## src/rtl/lsu_mem_master.sv

```systemverilog
// Load/store initiator between the execute stage and a word-organised data memory.
// Handles alignment checks, read-modify-write for sub-word stores and
// little-endian lane extraction with sign/zero extension on loads.
module lsu_mem_master #(
  parameter int XLEN       = 32,
  parameter int ADDRESSLEN = 32
) (
  input  logic                  clk,
  input  logic                  rst_n,
  input  logic                  req_valid,
  output logic                  req_ready,
  input  logic                  req_write,
  input  logic [1:0]            req_size,
  input  logic                  req_unsigned,
  input  logic [ADDRESSLEN-1:0] req_addr,
  input  logic [XLEN-1:0]       req_wdata,
  output logic                  resp_valid,
  output logic [XLEN-1:0]       resp_rdata,
  output logic                  resp_err,
  output logic [ADDRESSLEN-1:0] mem_address,
  output logic [XLEN-1:0]       mem_data,
  output logic                  mem_iWrite,
  input  logic [XLEN-1:0]       mem_out
);

  typedef enum logic [2:0] {
    IDLE   = 3'd0,
    READ   = 3'd1,
    RMW_RD = 3'd2,
    WRITE  = 3'd3,
    RESP   = 3'd4
  } state_t;

  state_t                r_state;
  state_t                w_next_state;

  logic [1:0]            r_addr_lo;
  logic [1:0]            r_size;
  logic                  r_unsigned;
  logic [15:0]           r_wdata;
  logic                  r_resp_valid;
  logic                  r_resp_err;
  logic [XLEN-1:0]       r_resp_rdata;
  logic [ADDRESSLEN-1:0] r_mem_address;
  logic [XLEN-1:0]       r_mem_data;
  logic                  r_mem_iWrite;

  logic [1:0]            w_addr_lo;
  logic [1:0]            w_size;
  logic                  w_unsigned;
  logic [15:0]           w_wdata;
  logic                  w_resp_valid;
  logic                  w_resp_err;
  logic [XLEN-1:0]       w_resp_rdata;
  logic [ADDRESSLEN-1:0] w_mem_address;
  logic [XLEN-1:0]       w_mem_data;
  logic                  w_mem_iWrite;

  logic                  w_misaligned;
  logic [7:0]            w_byte;
  logic [15:0]           w_half;
  logic [XLEN-1:0]       w_load_data;
  logic [XLEN-1:0]       w_merged;

  assign req_ready   = (r_state == IDLE);
  assign resp_valid  = r_resp_valid;
  assign resp_err    = r_resp_err;
  assign resp_rdata  = r_resp_rdata;
  assign mem_address = r_mem_address;
  assign mem_data    = r_mem_data;
  assign mem_iWrite  = r_mem_iWrite;

  // Illegal size or an address not aligned to the access width.
  assign w_misaligned = (req_size == 2'b11) ||
                        ((req_size == 2'b01) && req_addr[0]) ||
                        ((req_size == 2'b10) && (req_addr[1:0] != 2'b00));

  // Pick the addressed byte/halfword lane of the memory word and extend it.
  always_comb begin
    w_byte      = mem_out[7:0];
    w_half      = mem_out[15:0];
    w_load_data = mem_out;
    case (r_addr_lo)
      2'd1:    w_byte = mem_out[15:8];
      2'd2:    w_byte = mem_out[23:16];
      2'd3:    w_byte = mem_out[31:24];
      default: w_byte = mem_out[7:0];
    endcase
    if (r_addr_lo[1]) w_half = mem_out[31:16];
    case (r_size)
      2'b00:   w_load_data = {{(XLEN-8){w_byte[7] & ~r_unsigned}}, w_byte};
      2'b01:   w_load_data = {{(XLEN-16){w_half[15] & ~r_unsigned}}, w_half};
      default: w_load_data = mem_out;
    endcase
  end

  // Merge the store data into the addressed lane, leaving other lanes intact.
  always_comb begin
    w_merged = mem_out;
    if (r_size == 2'b00) begin
      case (r_addr_lo)
        2'd1:    w_merged[15:8]  = r_wdata[7:0];
        2'd2:    w_merged[23:16] = r_wdata[7:0];
        2'd3:    w_merged[31:24] = r_wdata[7:0];
        default: w_merged[7:0]   = r_wdata[7:0];
      endcase
    end else if (r_addr_lo[1]) begin
      w_merged[31:16] = r_wdata;
    end else begin
      w_merged[15:0] = r_wdata;
    end
  end

  // Next-state and next-output decode; response and write strobes default low.
  always_comb begin
    w_next_state  = r_state;
    w_addr_lo     = r_addr_lo;
    w_size        = r_size;
    w_unsigned    = r_unsigned;
    w_wdata       = r_wdata;
    w_resp_valid  = 1'b0;
    w_resp_err    = 1'b0;
    w_resp_rdata  = '0;
    w_mem_address = r_mem_address;
    w_mem_data    = r_mem_data;
    w_mem_iWrite  = 1'b0;
    case (r_state)
      IDLE: begin
        if (req_valid) begin
          w_addr_lo     = req_addr[1:0];
          w_size        = req_size;
          w_unsigned    = req_unsigned;
          w_wdata       = req_wdata[15:0];
          w_mem_address = {req_addr[ADDRESSLEN-1:2], 2'b00};
          if (w_misaligned) begin
            w_resp_valid = 1'b1;
            w_resp_err   = 1'b1;
            w_next_state = RESP;
          end else if (!req_write) begin
            w_next_state = READ;
          end else if (req_size == 2'b10) begin
            w_mem_data   = req_wdata;
            w_mem_iWrite = 1'b1;
            w_next_state = WRITE;
          end else begin
            w_next_state = RMW_RD;
          end
        end
      end
      READ: begin
        w_resp_rdata = w_load_data;
        w_resp_valid = 1'b1;
        w_next_state = RESP;
      end
      RMW_RD: begin
        w_mem_data   = w_merged;
        w_mem_iWrite = 1'b1;
        w_next_state = WRITE;
      end
      WRITE: begin
        w_resp_valid = 1'b1;
        w_next_state = RESP;
      end
      RESP: begin
        w_next_state = IDLE;
      end
      default: begin
        w_next_state = IDLE;
      end
    endcase
  end

  // State register.
  always_ff @(posedge clk or negedge rst_n) begin
    if (!rst_n) r_state <= IDLE;
    else        r_state <= w_next_state;
  end

  // Request latches and registered outputs; reset kills any write in flight.
  always_ff @(posedge clk or negedge rst_n) begin
    if (!rst_n) begin
      r_addr_lo     <= '0;
      r_size        <= '0;
      r_unsigned    <= 1'b0;
      r_wdata       <= '0;
      r_resp_valid  <= 1'b0;
      r_resp_err    <= 1'b0;
      r_resp_rdata  <= '0;
      r_mem_address <= '0;
      r_mem_data    <= '0;
      r_mem_iWrite  <= 1'b0;
    end else begin
      r_addr_lo     <= w_addr_lo;
      r_size        <= w_size;
      r_unsigned    <= w_unsigned;
      r_wdata       <= w_wdata;
      r_resp_valid  <= w_resp_valid;
      r_resp_err    <= w_resp_err;
      r_resp_rdata  <= w_resp_rdata;
      r_mem_address <= w_mem_address;
      r_mem_data    <= w_mem_data;
      r_mem_iWrite  <= w_mem_iWrite;
    end
  end

endmodule
```

## config.mk

```make
export PLATFORM = sky130hd
export DESIGN_NAME = lsu_mem_master
export DESIGN_NICKNAME = d
export VERILOG_FILES = /design/src/rtl/lsu_mem_master.sv
export SDC_FILE = /design/constraint.sdc
export NUM_CORES = 1
export LEC_CHECK = 0
export ABC_AREA = 1
export CAP_MARGIN = 10
export CORE_ASPECT_RATIO = 1.75
export CORE_MARGIN = 5
export CORE_UTILIZATION = 30
export CTS_BUF_LIST = sky130_fd_sc_hd__clkbuf_8 sky130_fd_sc_hd__clkbuf_16
export DETAILED_ROUTE_END_ITERATION = 10
export DONT_BUFFER_PORTS = 1
export GPL_ROUTABILITY_DRIVEN = 0
export HOLD_SLACK_MARGIN = 0.03
export MAX_ROUTING_LAYER = met4
export PLACE_DENSITY = 0.42
export SETUP_SLACK_MARGIN = 0.05
export SYNTH_ARGS = -nofsm -noshare
export SYNTH_HDL_FRONTEND = slang
export SYNTH_SLANG_ARGS = --single-unit
```

## constraint.sdc

```tcl
create_clock -name clk -period 1.6 [get_ports clk]
set_input_delay 0.08 -clock clk [delete_from_list [all_inputs] [get_ports clk]]
set_output_delay 0.08 -clock clk [all_outputs]
set_load 0.05 [all_outputs]
```

# After elaboration in Yosys (flattened, before gate mapping)
# Index checks and enable logic that the tools add are counted.
# totals
regBits	121
word_cells	70
inputBits	103
out_inout_bits	100
# op_classes
bitwise_logic	3
mux	30
n_reduce_logical	12
eq_ne	14
# ops
operator	count
$mux 32	6
$pmux 32 s2	2
$mux 16	3
$mux 8	4
$pmux 8 s3	1
$pmux 3 s3	1
$eq 2x2->1 const B	4
$mux 1	8
$eq 2x1->1 const B	3
$eq 3x2->1 const B	2
$mux 3	2
$reduce_and 5->1	1
$ne 2x1->1 const B	2
$ne 2x2->1 const B	2
$pmux 1 s2	2
$reduce_bool 2->1	2
$eq 3x1->1 const B	1
$logic_not 3->1	1
$reduce_or 3->1	1
$and 1x1->1	2
$logic_and 1x1->1	2
$logic_not 2->1	1
$logic_or 1x1->1	2
$mux 2	1
3 further kinds	3

# Longest topological paths before layout
# Gate-level depths: netlist of run 1.
# depth
ltp_word	7
ltp_mapped	11

# Least setup slack after synthesis of run 1
# OpenSTA, ideal clock, no wires.
# synth_path
path_type	register to register
start	register r_state[2]
end	register r_wdata[15]
slack_ns	-0.056
stages_incl_launch_ff	8
arrival_time_ns	1.528
path_buffers	2
period_less_slack_ns	1.656
path_cell_list	dfrtp_1 inv_2 nand2_2 nor2_4 nand2_1 buf_6 buf_6 mux2_1
# synth_between
elab_chain_len	2
# synth_rtl
item	line_no	source
start: declaration	34	state_t r_state;
start signal: assignment	176	else r_state <= w_next_state;
$logic_not 3->1	n/a	
net req_ready	11	output logic req_ready,
$reduce_and 2->1 (no line)	n/a	
end signal: assignment	196	r_wdata <= w_wdata;
end: declaration	40	logic [15:0] r_wdata;
# The timed path passes the listed nets, and every way through them passes these cells.
# A chain may end at the register's enable or synchronous reset.

# Worst setup path after layout of run 1
# layout_path
start	register r_addr_lo[1]
end	register r_resp_rdata[30], in the netlist resp_rdata[30]
# layout_between
elab_chain_len	5
# layout_rtl
item	line_no	source
start: declaration	37	logic [1:0] r_addr_lo;
start signal: assignment	193	r_addr_lo <= w_addr_lo;
$eq 2x2->1 or $eq 2x1->1 (tied branches)	83	case (r_addr_lo)
$pmux 8 s3	83	
$and 1x1->1	91	2'b00: w_load_data = {{(XLEN-8){w_byte[7] & ~r_unsigned}}, w_byte};
$pmux 32 s2 (*)	90	case (r_size)
$mux 32 (*)	127	case (r_state)
net w_resp_rdata[30]	54	logic [XLEN-1:0] w_resp_rdata;
end signal: assignment	199	r_resp_rdata <= w_resp_rdata;
end: declaration	43	logic [XLEN-1:0] r_resp_rdata;
# Mark *: on every way through the listed nets, which the timed path passes. The rest lies on a longest branch.

==> flow_summary.rst, run 1 <==
.. list-table::
   :header-rows: 1

   * - Metric
     - Value
   * - Outcome
     - finished, violations left
   * - Violated checks
     - hold timing
   * - Fill cells
     - 2087
   * - Antenna violations before repair
     - 0
   * - Detailed-routing iteration count for the pre-antenna-repair pass
     - 5
   * - Post-synthesis register bit count
     - 121
   * - Crit Path Max Fanout
     - 14
   * - Total cell area at the placement stage
     - roughly 0.007 mm^2
   * - Finished Core Util
     - 0.410
   * - Crit end category
     - flop
   * - Synthesized instance count
     - approximately 800
   * - Maximum number of buffers from clock root to sink
     - 2
   * - Synth area leaders
     - dfrtp_1 47%, nand2_1 18%, nand3_1 6.6%
   * - Post-route cell area
     - approximately 0.0086 mm^2
   * - Worst Max-Slew Pin Slew
     - 0.552 ns
   * - Worst path cell trace
     - buf_12 > nor2_4 > buf_6 > a21oi_4 > nand3_4 > nand3_4 > nand2_8 > nor2_1
   * - Tmin final
     - 1.54 ns
   * - Vias/cell
     - 5.06
   * - Effective utilization at floorplan
     - 0.305
   * - Max stage delay on crit path
     - between 0.4 and 0.5 ns
   * - Remaining global-route overflow
     - 0
   * - Hold crit path type
     - input port to asynchronous set/reset pin
   * - Number of warnings reported in the yosys synthesis log
     - 0
   * - Combinational fraction of design power
     - 0.313
   * - Area occupied by multi-input gates
     - 0.00306 mm^2
   * - Number of buffers created by CTS
     - 17
   * - Core area
     - between 0.02 and 0.025 mm^2
   * - Count of max-cap constraint violations
     - 0
   * - Final Max Tran Viols
     - 0
   * - Final Hold Violating Endpoints
     - around 120
   * - Final routed wirelength across all metal layers
     - 24000 um
   * - Setup total negative slack
     - 0 ns
   * - Final #Nets
     - about 1000
   * - Final-layout worst hold slack
     - -0.650 ns
   * - Share of cells above drive strength 1
     - 0.155
   * - Iteration-0 DRC Markers
     - about 320
   * - RSZ-0062 raised after global routing
     - true
   * - Reported net switching power
     - 7.98 mW
   * - Setup CP Type
     - flop to flop
   * - Worst max-slew margin expressed relative to the limit
     - 0.632
   * - Root buffer selected by CTS
     - clkbuf_16
   * - Peak VDD IR
     - around 0.001 V
   * - Floorplan die area
     - 0.0245 mm^2
   * - Number of vias in the routed layout
     - roughly 6000
   * - Hold-fix buffers, CTS
     - about 100
   * - Cell taking the most area after synthesis
     - dfrtp_1
   * - Die width
     - ~120 um
   * - Part of the Yosys area used for sequential elements
     - 0.472
   * - Pwr Total
     - around 17 mW
   * - Clock tree from TritonCTS
     - built
   * - Number of H-tree branching levels
     - 4
   * - I/O pin count
     - ~200
   * - DPL Wire Length
     - 17100 um
   * - Clock Sinks
     - ~120
   * - Worst clock skew
     - between 0.009 and 0.01 ns
   * - Count of unique library cells instantiated by Yosys
     - 27
   * - Delay-heaviest family, CP
     - simple AND/OR/NAND/NOR gates
   * - Data required, critical path
     - ~1.9 ns
   * - Share of the synthesized area in the top cell type
     - 0.472
   * - Finish-stage setup viols
     - 0
   * - Portion of total power attributed to sequential cells
     - 0.448
   * - Rows
     - 70
   * - Critical path launch point type
     - flop
   * - Die outline height
     - 204 um
   * - Global-route wire length before repair
     - 36000 um
   * - Most numerous cell on the critical path
     - nand3_4
   * - Net Sw Frac
     - 0.481
   * - Clock insertion delay at the later pin of the skew report
     - ~0.43 ns
   * - Number of remaining DRC errors
     - 0
   * - Average wire per standard cell
     - 20.2 um
   * - Pin count of the biggest net entering global routing
     - between 100 and 150
   * - Data arrival time at the worst-slack endpoint
     - 1.84 ns
   * - Antenna diode count
     - 0
   * - Power density of the placed cells
     - between 1500 and 2000 mW/mm^2
   * - GRT Resource Usage Total
     - 0.200
   * - Number of antenna-violating nets in the routed design
     - 0
   * - Synthesized cell area
     - 0.00642 mm^2
   * - Number of global-route vias before repair
     - ~6100
   * - Maximum clock rate
     - roughly 650 MHz
   * - Clk network pwr share
     - 0.238
   * - Mean instance size in the synthesized netlist
     - 7.90 um^2
   * - Area Overhead vs Synth
     - 34.2%
   * - Clock transition at the registers of the reported paths
     - roughly 0.060 ns
   * - Sequential cell area
     - 0.00303 mm^2
   * - Fraction of the cycle the final worst path needs
     - 0.961
   * - Internal power component
     - between 8 and 9 mW
   * - Leakage power
     - between 4 and 5 nW
   * - Slowest cell on the critical path
     - dfrtp_2
   * - Flop-to-flop setup slack
     - approximately 0.06 ns
   * - Number of input and output port buffers inserted
     - 0
   * - Crit path buf inv count
     - 2
==> power by group through the flow <==
stage | clock network [mW] | logic (mW) | registers [mW]
floorplan | 0 | 3.35 | 7.33
global placement | 0 | 4.65 | 7.50
detailed placement | 0 | 4.74 | 7.48
CTS | 4.05 | 5.01 | 7.45
global route | 4.19 | 5.74 | 7.58
finish | 3.95 | 5.20 | 7.44
==> sequential cells by signal, indices dropped and copies added, names as in the netlist <==
signal / count
mem_address: 30
mem_data: 32
mem_iWrite: 1
r_addr_lo: 2
r_size: 2
r_state: 3
r_unsigned: 1
r_wdata: 16
resp_err: 1
resp_rdata: 32
resp_valid: 1
==> cell type report <==
class                   count  area share
well taps                 252      0.0366
inverters                  51      0.0231
flip-flops and latches    121       0.352
multi-input cells         595       0.356
clock inverters            13      0.0179
clock buffers              19      0.0526
repair buffers            138       0.163
==> cells in the mapped netlist (all sizes together) <==
| master | number |
|---|---|
| a21oi | 25 |
| buf | 39 |
| clkbuf | 9 |
| conb | 1 |
| dfrtp | 121 |
| inv | 51 |
| mux2 | 38 |
| nand2 | 316 |
| nand3 | 88 |
| nand4 | 3 |
| nor2 | 47 |
| o211ai | 34 |
| o21ai | 38 |
| o21bai | 1 |
| o22ai | 2 |
==> cell families after synthesis <==
family	Yosys count	synth area share
buf+inv	99	0.0749
compound gates	100	0.0926
simple gates	454	0.294
mux	38	0.0667
other cells	1	0.000584
flops	121	0.472
==> worst reg2reg max path, stage by stage, from the launching register on <==
cell	delay, ns
dfrtp_2	0.45
buf_12	0.16
nor2_4	0.15
buf_6	0.13
a21oi_4	0.05
nand3_4	0.09
nand3_4	0.14
nand2_8	0.18
nor2_1	0.06
==> routing by layer <==
layer | vias up | global-route usage | part of all wire
li1 | 2868 | - | -
met1 | 2854 | 0.208 | 0.37
met2 | 246 | 0.352 | 0.53
met3 | 48 | 0.0480 | 0.063
met4 | 0 | 0.0952 | 0.038
met5 | - | - | 0
==> cells in the final DEF (no fill, tap or decap), drive strengths merged, types with 2 or more instances in the layout <==
master       instances
a21oi               25
buf                 37
bufinv               3
clkbuf              19
clkinv               3
clkinvlp             5
conb                 2
dfrtp              121
dlygate4sd3        101
inv                 53
mux2                38
nand2              317
nand3               88
nand4                3
nor2                47
o211ai              34
o21ai               38
o22ai                2
==> per-stage QoR <==
| step | std cells | hold WS (ns) | setup WS (ns) |
|---|---|---|---|
| floorplan | 814 | -0.216 | -0.0280 |
| global placement | 1053 | -0.212 | 0.0688 |
| detailed placement | 1053 | -0.210 | 0.0345 |
| CTS | 1186 | -0.675 | 0.0336 |
| global route | 1189 | -0.675 | -0.0128 |
| finish | 1189 | -0.650 | 0.0617 |
==> repair_timing <==
action,in CTS,in global routing
pin swaps,0,5
endpoints found under the hold margin,241,121
cloned,0,1
setup endpoints to repair,47,96
buffers inserted,0,2
gates resized for setup,3,34
==> final timing paths <==
path | startpoint | cells past startpoint | end
setup / recovery | r_addr_lo[1] | 8 | resp_rdata[30]
hold / removal | rst_n | 0 | mem_address[18]
setup reg to reg | r_addr_lo[1] | 8 | resp_rdata[30]
hold reg to reg | mem_data[6] | 2 | mem_data[6]
max in group asynchronous | rst_n | 0 | r_size[1]
min in group clk | mem_out[15] | 6 | mem_data[15]
No activity file was read; power rests on OpenSTA's default activity.
==> inputs of run 2 (changes only) <==
--- a/config.mk
+++ b/config.mk
@@ -6,6 +6,7 @@
 export NUM_CORES = 1
 export LEC_CHECK = 0
 export ABC_AREA = 1
+export ABC_CLOCK_PERIOD_IN_PS = 1250
 export CAP_MARGIN = 10
 export CORE_ASPECT_RATIO = 1.75
 export CORE_MARGIN = 5
@@ -16,7 +17,7 @@
 export GPL_ROUTABILITY_DRIVEN = 0
 export HOLD_SLACK_MARGIN = 0.03
 export MAX_ROUTING_LAYER = met4
-export PLACE_DENSITY = 0.42
+export PLACE_DENSITY = 0.43
 export SETUP_SLACK_MARGIN = 0.05
 export SYNTH_ARGS = -nofsm -noshare
 export SYNTH_HDL_FRONTEND = slang
==> constraint.sdc (replaced) <==
create_clock -name clk -period 1.25 [get_ports clk]
set_input_delay 0.0625 -clock clk [delete_from_list [all_inputs] [get_ports clk]]
set_output_delay 0.0625 -clock clk [all_outputs]
set_load 0.05 [all_outputs]
==> run 2 against run 1 <==
Net effect: the flow finishes with violations (hold timing, setup timing); wire length grew 9.4%; worst setup slack got worse by 0.32 ns; utilization increased by 5.5 points; first-iteration DRC count is 4.4% lower; fmax grew 1.7%; clock skew decreased by 0.0035 ns; critical path depth is 1 lower; die area is the same; critical path type unchanged; largest cell class unchanged.
==> flow_summary.rst, run 2 (synthesized netlist as in run 1, its figures left out) <==
.. list-table::
   :header-rows: 1

   * - Metric
     - Value
   * - Number of input and output port buffers inserted
     - 0 (unchanged)
   * - Fraction of the cycle the final worst path needs
     - 1.21 (was 0.961)
   * - Total cell area at the placement stage
     - 0.00752 mm^2 (was 0.00682 mm^2)
   * - Area occupied by multi-input gates
     - 0.00319 mm^2 (was 0.00306 mm^2)
   * - Final routed wirelength across all metal layers
     - 26300 um (was 24000 um)
   * - Power density of the placed cells
     - 2420 mW/mm^2 (was 1920 mW/mm^2)
   * - Rows
     - 70 (unchanged)
   * - Number of global-route vias before repair
     - 6784 (was 6112)
   * - I/O pin count
     - 203 (unchanged)
   * - Clock insertion delay at the later pin of the skew report
     - 0.43 ns (about the same)
   * - Pwr Total
     - 23.7 mW (was 16.6 mW)
   * - Clock transition at the registers of the reported paths
     - 0.06 ns (about the same)
   * - Number of logic stages on the critical path including buffering
     - 7 (was 8)
   * - RR Startpoint
     - r_state[0] (was r_addr_lo[1])
   * - Maximum number of buffers from clock root to sink
     - 2 (unchanged)
   * - Vias/cell
     - 5.04 (was 5.06)
   * - Flop-to-flop setup slack
     - -0.26 ns (was 0.06 ns)
   * - Pin count of the biggest net entering global routing
     - 122 (unchanged)
   * - Launching instance or port of the critical path
     - r_state[0] (was r_addr_lo[1])
   * - Finish-stage setup viols
     - 117 (was 0)
   * - Worst flop-to-flop path endpoint
     - mem_address[8] (was resp_rdata[30])
   * - Number of H-tree branching levels
     - 4 (unchanged)
   * - DPL Wire Length
     - 17800 um (was 17100 um)
   * - Hold crit path type
     - input port to asynchronous set/reset pin (unchanged)
   * - Sequential cell area
     - 0.00303 mm^2 (about the same)
   * - GRT Resource Usage Total
     - 0.217 (was 0.200)
   * - Die outline height
     - 204 um (unchanged)
   * - Slowest cell on the critical path
     - dfrtp_1 (was dfrtp_2)
   * - Data arrival time at the worst-slack endpoint
     - 1.82 ns (was 1.84 ns)
   * - Final #Nets
     - 1139 (was 1027)
   * - Maximum clock rate
     - 661 MHz (was 650 MHz)
   * - Floorplan die area
     - 0.0245 mm^2 (unchanged)
   * - Area Overhead vs Synth
     - 52.3% (was 34.2%)
   * - Fill cells
     - 2071 (was 2087)
   * - Most frequent standard cell in the layout excluding fill and tap cells
     - nand2_1 (unchanged)
   * - Depth of the worst register-to-register path
     - 7 (was 8)
   * - Root buffer selected by CTS
     - clkbuf_16 (unchanged)
   * - Hold-fix buffers, CTS
     - 103 (was 101)
   * - Global-route wire length before repair
     - 39300 um (was 36000 um)
   * - Setup total negative slack
     - -22.52 ns (was 0 ns)
   * - Leading cell types in the layout, fill and taps excluded
     - 288 x nand2_1, 121 x buf_4, 120 x dfrtp_1, 103 x dlygate4sd3_1, 74 x nand3_1 (was 309 x nand2_1, 119 x dfrtp_1, 101 x dlygate4sd3_1, 80 x nand3_1, 43 x inv_1)
   * - Average wire per standard cell
     - 20.2 um (about the same)
   * - Number of vias in the routed layout
     - 6552 (was 6016)
   * - Crit path buf inv count
     - 3 (was 2)
   * - Setup CP Type
     - flop to flop (unchanged)
   * - Violated checks
     - hold timing, setup timing (was hold timing)
   * - Antenna diode count
     - 0 (unchanged)
   * - Data required, critical path
     - 1.56 ns (was 1.91 ns)
   * - Crit Path Max Fanout
     - 11 (was 14)
   * - Peak VDD IR
     - 0.00141 V (was 0.00103 V)
   * - Number of remaining DRC errors
     - 0 (unchanged)
   * - Final Hold Violating Endpoints
     - 121 (unchanged)
   * - Delay-heaviest family, CP
     - buffers and inverters (was simple AND/OR/NAND/NOR gates)
   * - Core area
     - 0.0210 mm^2 (unchanged)
   * - Leakage power
     - 4.78 nW (was 4.17 nW)
   * - Final-layout worst hold slack
     - -0.672 ns (was -0.650 ns)
   * - Max stage delay on crit path
     - 0.38 ns (was 0.45 ns)
   * - Outcome
     - finished, violations left (unchanged)
   * - Die width
     - 121 um (unchanged)
   * - Share of cells above drive strength 1
     - 0.284 (was 0.155)
   * - RSZ-0062 raised after global routing
     - true (unchanged)
   * - Destination of the critical timing path
     - mem_address[8] (was resp_rdata[30])
   * - Setup slack after layout
     - -0.262 ns (was 0.0617 ns)
   * - Remaining global-route overflow
     - 0 (unchanged)
   * - Clock tree from TritonCTS
     - built (unchanged)
   * - Worst clock skew
     - 0.00565 ns (was 0.00917 ns)
   * - Post-layout instance count excluding filler cells
     - 1301 (was 1189)
   * - Tmin final
     - 1.51 ns (was 1.54 ns)
   * - Worst path cell trace
     - inv_2 > nand2_4 > nor2_4 > nand2_2 > buf_4 > clkbuf_16 > mux2_2 (was buf_12 > nor2_4 > buf_6 > a21oi_4 > nand3_4 > nand3_4 > nand2_8 > nor2_1)
   * - Post-route cell area
     - 0.00977 mm^2 (was 0.00861 mm^2)
   * - Detailed-routing iteration count for the pre-antenna-repair pass
     - 5 (unchanged)
   * - Effective utilization at floorplan
     - 0.305 (unchanged)
   * - Number of buffers created by CTS
     - 17 (unchanged)
   * - Placed cell count
     - 1141 (was 1053)
   * - Crit end category
     - flop (unchanged)
   * - Critical path launch point type
     - flop (unchanged)
   * - Iteration-0 DRC Markers
     - 302 (was 316)
   * - Final Max Tran Viols
     - 0 (unchanged)
   * - Antenna violations before repair
     - 0 (unchanged)
   * - Clock Sinks
     - 121 (unchanged)
   * - Number of antenna-violating nets in the routed design
     - 0 (unchanged)
   * - Count of max-cap constraint violations
     - 0 (unchanged)
==> run 2: cell count changes in the layout (fill, tap and decap cells not counted), moves of 7 or more <==
cell / delta
buf_4: +95
nand2_1: -21
nand2_2: +18
o21ai_0: -17
o21ai_1: +11
a21oi_1: -7
==> run 2: metal layers <==
metal | routed length [um] | global-route usage
met1 | 9810 | 0.234
met2 | 14200 | 0.383
met5 | 0 | -
met4 | 1100 | 0.108
met3 | 1170 | 0.0366
==> run 2: where the power goes <==
part | internal (mW) | leakage [nW] | switching (mW) | total, mW
Sequential | 5.18 | 1.52 | 1.33 | 6.51
Clock | 2.78 | 0.264 | 1.94 | 4.73
Combinational | 4.62 | 3.00 | 7.82 | 12.4
Total | 12.6 | 4.78 | 11.1 | 23.7
==> run 2: per-stage QoR <==
stage	util	hold WS, ns	setup WS, ns
finish	0.465	-0.672	-0.262
global route	0.465	-0.703	-0.321
CTS	0.456	-0.694	-0.219
detailed placement	0.358	-0.228	-0.355
global placement	0.358	-0.229	-0.282
floorplan	-	-0.233	-0.378
==> run 2: timing repair <==
action	CTS	global route
setup endpoints to repair	117	120
setup buffers	15	5
endpoints found under the hold margin	241	121
cloned	4	2
resized for setup	76	27
pin swaps	18	10
==> run 2: worst min path at each step <==
| stage | from | end | slack [ns] |
|---|---|---|---|
| 2_1_floorplan | rst_n | mem_address[10] | -0.23 |
| 3_3_place_gp | rst_n | mem_address[6] | -0.23 |
| 3_5_place_dp | rst_n | mem_address[5] | -0.23 |
| 4_1_cts | rst_n | mem_address[5] | -0.69 |
| 5_1_grt | rst_n | mem_address[31] | -0.70 |
| 6_report | rst_n | mem_address[31] | -0.67 |
==> run 2: final cells by class <==
cell class                 instances  area share
tap                              252      0.0323
clock buffer                      18      0.0449
clock inverter                    14      0.0129
inverter                          51      0.0227
sequential                       121       0.310
timing repair buffer             251       0.251
multi-input combinational        594       0.327
==> run 2: worst register-to-register path, delay by kind of cell (launching register included) <==
family | cells | cell delay, ns
buffers and inverters | 3 | 0.50
flip-flops | 1 | 0.38
multiplexers | 1 | 0.34
AND/OR/NAND/NOR | 3 | 0.17
==> inputs of run 3 (changes only) <==
--- a/config.mk
+++ b/config.mk
@@ -18,6 +18,7 @@
 export HOLD_SLACK_MARGIN = 0.03
 export MAX_ROUTING_LAYER = met4
 export PLACE_DENSITY = 0.43
+export REMOVE_ABC_BUFFERS = 1
 export SETUP_SLACK_MARGIN = 0.05
 export SYNTH_ARGS = -nofsm -noshare
 export SYNTH_HDL_FRONTEND = slang
==> run 3 against run 2 <==
Net effect: the flow still finishes with violations (hold timing, setup timing); largest power group unchanged; sequential power about the same; worst setup slack improved by 0.032 ns; design area is 1.5% higher; register-to-register slack improved by 0.03 ns; non-clock buffer count fell by 7; largest cell class unchanged; utilization rose by 0.71 points.
==> flow_summary.rst, run 3 (synthesized netlist as in run 1, its figures left out) <==
.. list-table::
   :header-rows: 1

   * - Metric
     - Value
   * - RR Startpoint
     - r_state[0] (unchanged)
   * - Clock Sinks
     - 121 (unchanged)
   * - Violated checks
     - hold timing, setup timing (unchanged)
   * - Most numerous cell on the critical path
     - nand2_4
   * - Number of vias in the routed layout
     - 6473 (was 6552)
   * - Worst flop-to-flop path endpoint
     - mem_address[28] (was mem_address[8])
   * - Count of max-cap constraint violations
     - 0 (unchanged)
   * - Floorplan die area
     - 0.0245 mm^2 (unchanged)
   * - Core area
     - 0.0210 mm^2 (unchanged)
   * - Vias/cell
     - 4.99 (was 5.04)
   * - Outcome
     - finished, violations left (unchanged)
   * - Placed cell count
     - 1142 (was 1141)
   * - Max stage delay on crit path
     - 0.40 ns (was 0.38 ns)
   * - Final routed wirelength across all metal layers
     - 24500 um (was 26300 um)
   * - Detailed-routing iteration count for the pre-antenna-repair pass
     - 4 (was 5)
   * - Data required, critical path
     - 1.55 ns (was 1.56 ns)
   * - Number of H-tree branching levels
     - 4 (unchanged)
   * - Peak VDD IR
     - 0.00140 V (was 0.00141 V)
   * - RSZ-0062 raised after global routing
     - true (unchanged)
   * - Power density of the placed cells
     - 2440 mW/mm^2 (was 2420 mW/mm^2)
   * - Number of input and output port buffers inserted
     - 0 (unchanged)
   * - Tmin final
     - 1.48 ns (was 1.51 ns)
   * - Area Overhead vs Synth
     - 54.6% (was 52.3%)
   * - Leakage power
     - 4.82 nW (was 4.78 nW)
   * - Setup total negative slack
     - -19.03 ns (was -22.52 ns)
   * - Maximum clock rate
     - 676 MHz (was 661 MHz)
   * - Pwr Total
     - 24.2 mW (was 23.7 mW)
   * - Worst path cell trace
     - inv_2 > nand2_4 > nor2_4 > nand2_4 > buf_6 > buf_12 > mux2_1 (was inv_2 > nand2_4 > nor2_4 > nand2_2 > buf_4 > clkbuf_16 > mux2_2)
   * - Share of cells above drive strength 1
     - 0.285 (was 0.284)
   * - Number of remaining DRC errors
     - 0 (unchanged)
   * - Antenna violations before repair
     - 1 (was 0)
   * - Clock insertion delay at the later pin of the skew report
     - 0.43 ns (about the same)
   * - Crit path buf inv count
     - 3 (unchanged)
   * - I/O pin count
     - 203 (unchanged)
   * - Number of antenna-violating nets in the routed design
     - 0 (unchanged)
   * - Post-layout instance count excluding filler cells
     - 1297 (was 1301)
   * - Pin count of the biggest net entering global routing
     - 122 (unchanged)
   * - Iteration-0 DRC Markers
     - 338 (was 302)
   * - Setup CP Type
     - flop to flop (unchanged)
   * - Delay-heaviest family, CP
     - flip-flops (was buffers and inverters)
   * - Most frequent standard cell in the layout excluding fill and tap cells
     - nand2_1 (unchanged)
   * - Setup slack after placement
     - -0.267 ns (was -0.355 ns)
   * - Die width
     - 121 um (unchanged)
   * - Final #Nets
     - 1134 (was 1139)
   * - Final Max Tran Viols
     - 0 (unchanged)
   * - Post-route cell area
     - 0.00992 mm^2 (was 0.00977 mm^2)
   * - Die outline height
     - 204 um (unchanged)
   * - Hold crit path type
     - input port to asynchronous set/reset pin (unchanged)
   * - Maximum number of buffers from clock root to sink
     - 2 (unchanged)
   * - GRT Resource Usage Total
     - 0.197 (was 0.217)
   * - Setup slack after layout
     - -0.230 ns (was -0.262 ns)
   * - Crit end category
     - flop (unchanged)
   * - Flop-to-flop setup slack
     - -0.23 ns (was -0.26 ns)
   * - Data arrival time at the worst-slack endpoint
     - 1.78 ns (was 1.82 ns)
   * - Global-route wire length before repair
     - 36400 um (was 39300 um)
   * - Finish-stage setup viols
     - 110 (was 117)
   * - DPL Wire Length
     - 16600 um (was 17800 um)
   * - Effective utilization at floorplan
     - 0.305 (unchanged)
   * - Rows
     - 70 (unchanged)
   * - Average wire per standard cell
     - 18.9 um (was 20.2 um)
   * - Leading cell types in the layout, fill and taps excluded
     - 297 x nand2_1, 118 x dfrtp_1, 105 x buf_4, 101 x dlygate4sd3_1, 64 x nand3_1 (was 288 x nand2_1, 121 x buf_4, 120 x dfrtp_1, 103 x dlygate4sd3_1, 74 x nand3_1)
   * - Number of buffers created by CTS
     - 17 (unchanged)
   * - Finished Core Util
     - 0.472 (was 0.465)
   * - Total cell area at the placement stage
     - 0.00754 mm^2 (was 0.00752 mm^2)
   * - Remaining global-route overflow
     - 0 (unchanged)
   * - Crit Path Max Fanout
     - 6 (was 11)
   * - Clock transition at the registers of the reported paths
     - 0.06 ns (about the same)
   * - Critical path launch point type
     - flop (unchanged)
   * - Clock tree from TritonCTS
     - built (unchanged)
   * - Final-layout worst hold slack
     - -0.674 ns (was -0.672 ns)
   * - Depth of the worst register-to-register path
     - 7 (unchanged)
   * - Worst clock skew
     - 0.00654 ns (was 0.00565 ns)
   * - Slowest cell on the critical path
     - dfrtp_1 (unchanged)
   * - Fraction of the cycle the final worst path needs
     - 1.18 (was 1.21)
   * - Number of global-route vias before repair
     - 6594 (was 6784)
   * - Root buffer selected by CTS
     - clkbuf_16 (unchanged)
   * - Final Hold Violating Endpoints
     - 122 (was 121)
-- run 3: how the worst max path moves through the flow --
stage	startpoint	endpoint	slack (ns)	cells past startpoint
after floorplan	r_state[2]	mem_data[0]	-1.86	10
after global placement	r_addr_lo[1]	mem_data[16]	-0.25	10
after detailed placement	r_addr_lo[1]	mem_data[16]	-0.27	10
after CTS	r_addr_lo[1]	mem_data[18]	-0.21	7
after global routing	r_size[0]	resp_rdata[16]	-0.29	7
final	r_state[0]	mem_address[28]	-0.23	7
-- run 3: power breakdown --
group	switching [mW]	internal (mW)	leakage (nW)
logic	7.89	4.87	3.02
clock network	1.91	3.01	0.283
registers	1.33	5.19	1.51
-- run 3: per-layer routing --
metal  global-route usage  vias up  wire length [um]  share of wire
met5                    -        -                 0              0
met4               0.0855        0               808          0.033
met3               0.0383       59              1250          0.051
met2                0.355      258             13300           0.54
met1                0.208     3073              9150           0.37
li1                     -     3083                 -              -
-- run 3: final cells by class --
type / instances / area (um^2)
inverters: 51 / 215
clock buffers: 19 / 453
fillers: 2042 / 11100
diodes: 1 / 2.50
repair buffers: 244 / 2490
repair inverters: 1 / 7.51
well taps: 252 / 315
clock inverters: 13 / 130
multi-input cells: 595 / 3280
flip-flops and latches: 121 / 3030
-- run 3: repair_timing --
item	CTS	global route
hold buffers	99	2
gates cloned	5	5
buffers inserted	8	5
endpoints found under the hold margin	241	126
pin swaps	7	24
setup endpoints to repair	119	121
resized for setup	69	74
-- run 3: worst register-to-register path, stage by stage, from the launching register on --
cell	delay (ns)
dfrtp_1	0.40
inv_2	0.08
nand2_4	0.06
nor2_4	0.13
nand2_4	0.08
buf_6	0.15
buf_12	0.14
mux2_1	0.31
